--- src/rtl/wb_regfile_if.sv ---
// wb_regfile_if: writeback/read bus of the writeback-stage register file.
//   master : pipeline side; drives WE/WA/WD and the read addresses RA1/RA2/RAD
//   slave  : register file; drives RD1/RD2/RDD, WR_ZERO and WCOUNT
//   WE      write enable          WA/WD     write address / data
//   RA1/RA2 operand read addrs    RD1/RD2   operand read data (bypassed)
//   RAD     debug read address    RDD       debug read data (committed only)
//   WR_ZERO sticky write-to-r0    WCOUNT    committed non-r0 write count
interface wb_regfile_if #(
    parameter int WIDTH = 16,
    parameter int AW    = 4
);
    logic             WE;
    logic [AW-1:0]    WA;
    logic [WIDTH-1:0] WD;
    logic [AW-1:0]    RA1;
    logic [AW-1:0]    RA2;
    logic [AW-1:0]    RAD;
    logic [WIDTH-1:0] RD1;
    logic [WIDTH-1:0] RD2;
    logic [WIDTH-1:0] RDD;
    logic             WR_ZERO;
    logic [WIDTH-1:0] WCOUNT;

    modport master (
        output WE, WA, WD, RA1, RA2, RAD,
        input  RD1, RD2, RDD, WR_ZERO, WCOUNT
    );

    modport slave (
        input  WE, WA, WD, RA1, RA2, RAD,
        output RD1, RD2, RDD, WR_ZERO, WCOUNT
    );
endinterface

--- src/rtl/wb_regfile.sv ---
// wb_regfile: writeback-stage register file, NREG x WIDTH.
//   CLK    clock, all state updates on the rising edge
//   RST_N  synchronous active-low reset; all regs to 0, reg SP_IDX to SP_INIT
//   bus    wb_regfile_if slave modport: one write port, two bypassed operand
//          read ports, one non-bypassed debug read port, WR_ZERO/WCOUNT status
// Register 0 is hard-wired to zero; writes to it only set WR_ZERO.
module wb_regfile #(
    parameter int               WIDTH   = 16,
    parameter int               NREG    = 16,
    parameter int               SP_IDX  = 15,
    parameter logic [WIDTH-1:0] SP_INIT = 16'h7FFE
) (
    input  logic         CLK,
    input  logic         RST_N,
    wb_regfile_if.slave  bus
);
    localparam int          AW   = $clog2(NREG);
    localparam int unsigned SP_U = SP_IDX;

    logic [WIDTH-1:0] r_regs [NREG];
    logic             r_wr_zero;
    logic [WIDTH-1:0] r_wcount;

    logic             w_wr_live;   // a real (non-r0) write is committing this cycle
    logic             w_byp1;
    logic             w_byp2;
    logic [AW-1:0]    w_ra1;
    logic [AW-1:0]    w_ra2;
    logic [AW-1:0]    w_rad;

    always_ff @(posedge CLK) begin
        if (!RST_N) begin
            for (int unsigned i = 0; i < NREG; i++) begin
                r_regs[i] <= (i == SP_U) ? SP_INIT : '0;
            end
            r_wr_zero <= 1'b0;
            r_wcount  <= '0;
        end else if (bus.WE) begin
            if (bus.WA != '0) begin
                r_regs[bus.WA] <= bus.WD;
                r_wcount       <= r_wcount + 1'b1;
            end else begin
                r_wr_zero <= 1'b1;
            end
        end
    end

    // Bypass is qualified by RST_N so reads during reset show pre-reset contents.
    always_comb begin
        w_ra1     = bus.RA1;
        w_ra2     = bus.RA2;
        w_rad     = bus.RAD;
        w_wr_live = RST_N && bus.WE && (bus.WA != '0);
        w_byp1    = w_wr_live && (w_ra1 == bus.WA);
        w_byp2    = w_wr_live && (w_ra2 == bus.WA);
    end

    always_comb begin
        bus.RD1 = '0;
        bus.RD2 = '0;
        bus.RDD = '0;
        if (w_ra1 != '0) bus.RD1 = w_byp1 ? bus.WD : r_regs[w_ra1];
        if (w_ra2 != '0) bus.RD2 = w_byp2 ? bus.WD : r_regs[w_ra2];
        if (w_rad != '0) bus.RDD = r_regs[w_rad];
    end

    assign bus.WR_ZERO = r_wr_zero;
    assign bus.WCOUNT  = r_wcount;
endmodule
--- src/flat_wrapper.sv ---
// flat-port wrapper written by rule: the top's interface ports become plain ports
module wb_regfile_flat 
#(
    parameter int               WIDTH   = 16,
    parameter int               NREG    = 16,
    parameter int               SP_IDX  = 15,
    parameter logic [WIDTH-1:0] SP_INIT = 16'h7FFE
)
  (CLK, RST_N, bus_WE, bus_WA, bus_WD, bus_RA1, bus_RA2, bus_RAD, bus_RD1, bus_RD2, bus_RDD, bus_WR_ZERO, bus_WCOUNT);
  wb_regfile_if #(.WIDTH(WIDTH)) bus_i ();
  input  logic CLK;
  input  logic RST_N;
  input wire logic [$bits(bus_i.WE)-1:0] bus_WE;
  input wire logic [$bits(bus_i.WA)-1:0] bus_WA;
  input wire logic [$bits(bus_i.WD)-1:0] bus_WD;
  input wire logic [$bits(bus_i.RA1)-1:0] bus_RA1;
  input wire logic [$bits(bus_i.RA2)-1:0] bus_RA2;
  input wire logic [$bits(bus_i.RAD)-1:0] bus_RAD;
  output wire logic [$bits(bus_i.RD1)-1:0] bus_RD1;
  output wire logic [$bits(bus_i.RD2)-1:0] bus_RD2;
  output wire logic [$bits(bus_i.RDD)-1:0] bus_RDD;
  output wire logic [$bits(bus_i.WR_ZERO)-1:0] bus_WR_ZERO;
  output wire logic [$bits(bus_i.WCOUNT)-1:0] bus_WCOUNT;
  assign bus_i.WE = bus_WE;
  assign bus_i.WA = bus_WA;
  assign bus_i.WD = bus_WD;
  assign bus_i.RA1 = bus_RA1;
  assign bus_i.RA2 = bus_RA2;
  assign bus_i.RAD = bus_RAD;
  assign bus_RD1 = bus_i.RD1;
  assign bus_RD2 = bus_i.RD2;
  assign bus_RDD = bus_i.RDD;
  assign bus_WR_ZERO = bus_i.WR_ZERO;
  assign bus_WCOUNT = bus_i.WCOUNT;
  wb_regfile #(.WIDTH(WIDTH), .NREG(NREG), .SP_IDX(SP_IDX), .SP_INIT(SP_INIT)) u_core (.CLK(CLK), .RST_N(RST_N), .bus(bus_i));
endmodule
--- config.mk ---
export PLATFORM = sky130hd
export DESIGN_NAME = wb_regfile_flat
export DESIGN_NICKNAME = d
export VERILOG_FILES = /design/src/rtl/wb_regfile_if.sv /design/src/rtl/wb_regfile.sv /design/src/flat_wrapper.sv
export SDC_FILE = /design/constraint.sdc
export NUM_CORES = 1
export LEC_CHECK = 0
export ABC_CLOCK_PERIOD_IN_PS = 4600
export BUFFER_PORTS_ARGS = -buffer_cell sky130_fd_sc_hd__buf_2
export CAP_MARGIN = 25
export CELL_PAD_IN_SITES_DETAIL_PLACEMENT = 1
export CELL_PAD_IN_SITES_GLOBAL_PLACEMENT = 2
export CORE_ASPECT_RATIO = 1.25
export CORE_MARGIN = 5
export CORE_UTILIZATION = 47
export CTS_CLUSTER_SIZE = 40
export DETAILED_ROUTE_END_ITERATION = 12
export GPL_ROUTABILITY_DRIVEN = 0
export GPL_TIMING_DRIVEN = 0
export PLACE_DENSITY_LB_ADDON = 0.1
export SYNTH_ARGS = -nofsm -noshare
export SYNTH_HDL_FRONTEND = slang
export SYNTH_SLANG_ARGS = --single-unit
--- constraint.sdc ---
create_clock -name CLK -period 4.6 [get_ports CLK]
set_input_delay 0.92 -clock CLK [delete_from_list [all_inputs] [get_ports CLK]]
set_output_delay 0.92 -clock CLK [all_outputs]
set_load 0.01 [all_outputs]
==> results by group <==
Placed design
  – Port bufs: 91
  – HPWL after DPL: roughly 53 mm

Yosys
  – Synth area leader: edfxtp_1
  – Seq/Total Area, Yosys: a little under half
  – Most used flip-flop cell after synthesis: edfxtp_1
  – Most common cell in the synthesized netlist: edfxtp_1
  – Mapped Cells: between 1000 and 1500
  – Post-synth EDFFs: around 260
  – Syn avg cell area: 13.0 um^2
  – Post-synth top area share: around 45%
  – Synthesis Warnings: 0
  – Mapped Area: approximately 17000 um^2
  – Netlist cell types: 54
  – Synth Register Bits: around 270
  – Synth area leaders: edfxtp_1 45%, mux4_2 13%, mux2i_1 9.5%
  – Async SR Flop Fraction: 0%
  – Commonest cells post-synth: 256 x edfxtp_1, 227 x and2_1, 162 x mux2i_1

Pwr
  – Logic pwr share: between 15 and 20%
  – P_sw: approximately 1.9 mW
  – Power Internal: 4.80 mW
  – P_leak: 7.10 nW
  – Peak supply drop: ~0.27 mV
  – Clock share of power: 38.1%
  – Switching share of power: between 20 and 30%
  – Sequential power share: roughly 45%
  – Power per standard cell area: approximately 340 nW/um^2
  – Total Power: between 6 and 7 mW

STA
  – Worst slew margin: between 20% and 30%
  – Final Hold Vio Count: 0
  – Clk_skew: around 0.0054 ns
  – Fmax achieved: 226 MHz
  – Crit path time final: between 4 and 5 ns
  – Pins Over Slew Limit: 0
  – Final Setup Violations: 0
  – Slew at the pin closest to its max-slew limit: 1.07 ns
  – RSZ-0062 raised after global routing: false
  – Total Negative Setup Slacks: 0 ns
  – Period utilization: about 96%

Clock network
  – Reg clk slew, reported paths: 0.06 ns
  – CTS root buf: clkbuf_16
  – Clock Tree Buf Depth: 3
  – # clock sinks: 273
  – # resized after CTS: 0
  – TritonCTS clock tree: yes
  – Post-CTS Repair Setup Buffers: 0
  – Worst-skew pair later-pin latency: 0.57 ns
  – CTS Buf Count: 30
  – H-tree depth: 1
  – Hold buffers post-CTS: 0

Detailed routing
  – First DRT Iteration DRCs: 1587
  – Final wirelength: approximately 66 mm
  – DRT Pass-1 Iters: 5
  – Routed WL per cell: 33.7 um
  – Drt drc: 0
  – Post-route ant nets: 0
  – Avg Vias per Cell: 6.73
  – Via Count: 13258

Setup path
  – Startpoint Class: input pin
  – Critical path peak fanout: 10
  – WS Path Type: input pin to output pin
  – CP required: 3.68 ns
  – Arrival time at the worst endpoint: 3.51 ns
  – Crit. End Element: output pin

Floorplan
  – Full die area: approximately 40000 um^2
  – Die Height: between 200 and 250 um
  – Site Rows: 78
  – IO Count: 100
  – Die width: 181 um
  – Core ar.: 36100 um^2
  – Initial Util: 47.3%

GRT
  – Gr usage total: between 30% and 40%
  – Antenna violations before repair: 4
  – Vias in the first global route: between 10000 and 15000
  – Largest net degree at the start of global routing: 17
  – Remaining global-route overflow: 0
  – Global-route wire length before repair: approximately 95 mm

Final layout
  – Fraction of layout cells with a size suffix above 1: 22.9%
  – Filler instances: between 3000 and 4000
  – Final-stage net count: 1501
  – Syn-to-layout area delta: 13.4%

Worst hold path
  – HP Class: register to register

Job
  – Max cap viols: 0

Status
  – Status: complete, no violations
-- critical path: stages --
cell and delay [ns]:
buf_2 0.12, buf_2 0.35, nand3b_1 0.48, clkbuf_1 0.58
o22ai_1 0.28, a211oi_1 0.31, a31oi_1 0.23, buf_2 0.21
-- power groups by stage --
stage	Clock, mW	Sequential (mW)	Combinational (mW)
after floorplan	0	2.98	0.680
after global placement	0	3.02	1.08
after detailed placement	0	3.03	1.11
after CTS	2.56	2.98	1.12
after global routing	2.65	3.00	1.18
final	2.55	2.99	1.14
-- stage by stage --
step / util (%) / hold WS, ns / instance area, um^2 / instances / setup WS [ns]
global route: 53.7 / 0.508 / 19400 / 1968 / 0.172
CTS: 53.7 / 0.481 / 19400 / 1967 / 0.225
finish: 53.7 / 0.479 / 19400 / 1969 / 0.169
detailed placement: 50.9 / 0.467 / 18400 / 1912 / 0.239
floorplan: - / 0.490 / 17200 / 1333 / 1.43
global placement: 50.4 / 0.456 / 18200 / 1904 / -0.716
-- state kept, by name (all words and copies together), names as in the netlist --
name,cells
u_core.r_regs,256
u_core.bus.WCOUNT,16
u_core.bus.WR_ZERO,1
-- logic make-up after synthesis --
logic type	count (synthesis)	synth area share [%]
multiplexers	276	24.6
adder cells (fa/ha/maj)	1	0.0732
AO/OA/AOI/OAI	234	9.58
flip-flops	273	47.0
XOR/XNOR	18	0.922
buffers and inverters	139	4.52
AND/OR/NAND/NOR	376	13.3
other	1	0.0219
-- cells in the final DEF, fill, tap and decap left out, types with 5 or more instances in the layout --
cell and instances:
and2_1 227, inv_1 5, a22oi_1 16, nor2_1 24, nor3_1 7, a221o_1 8
a211oi_1 40, and3_1 8, mux4_2 102, conb_1 16, buf_2 131, mux2i_1 162
a31oi_1 30, or3_1 18, a221oi_1 8, buf_4 18, nand2b_1 10, a22o_1 8
edfxtp_1 256, xnor2_1 15, o22ai_1 64, buf_6 9, mux4_1 10, o21ai_2 9
buf_8 9, o31ai_1 32, dfxtp_1 17, nand3_1 36, clkinv_2 5, clkbuf_1 66
nand2_1 11, a21oi_1 14, clkbuf_16 31
-- final cells by class --
cell class | instances | area [um^2] | share of cell area (%)
Multi-Input combinational cell | 921 | 8380 | 43.2
Sequential cell | 273 | 8030 | 41.4
Clock buffer | 41 | 833 | 4.30
Buffer | 134 | 753 | 3.88
Tap cell | 480 | 601 | 3.10
Timing Repair Buffer | 100 | 588 | 3.03
Clock inverter | 14 | 184 | 0.948
Inverter | 5 | 18.8 | 0.0968
Antenna cell | 1 | 2.50 | 0.0129
-- final timing paths --
check	startpoint	end	slack (ns)	cells past startpoint
min reg2reg	u_core.bus.WR_ZERO	u_core.bus.WR_ZERO	0.48	2
max reg2reg	u_core.bus.WCOUNT[3]	u_core.bus.WCOUNT[13]	2.66	4
min	u_core.bus.WR_ZERO	u_core.bus.WR_ZERO	0.48	2
max	bus_RA1[3]	bus_RD1[7]	0.17	8
-- layer usage --
layer / routed length, um / part of all wire (%) / vias up / GRT usage [%]
li1: - / - / 5506 / -
met1: 24900 / 38 / 6840 / 41.6
met2: 32600 / 49 / 765 / 55.2
met3: 6290 / 9.5 / 145 / 5.54
met4: 2660 / 4.0 / 2 / 10.6
met5: 13 / 0.020 / - / 0
(Power assumes the default switching activity.)
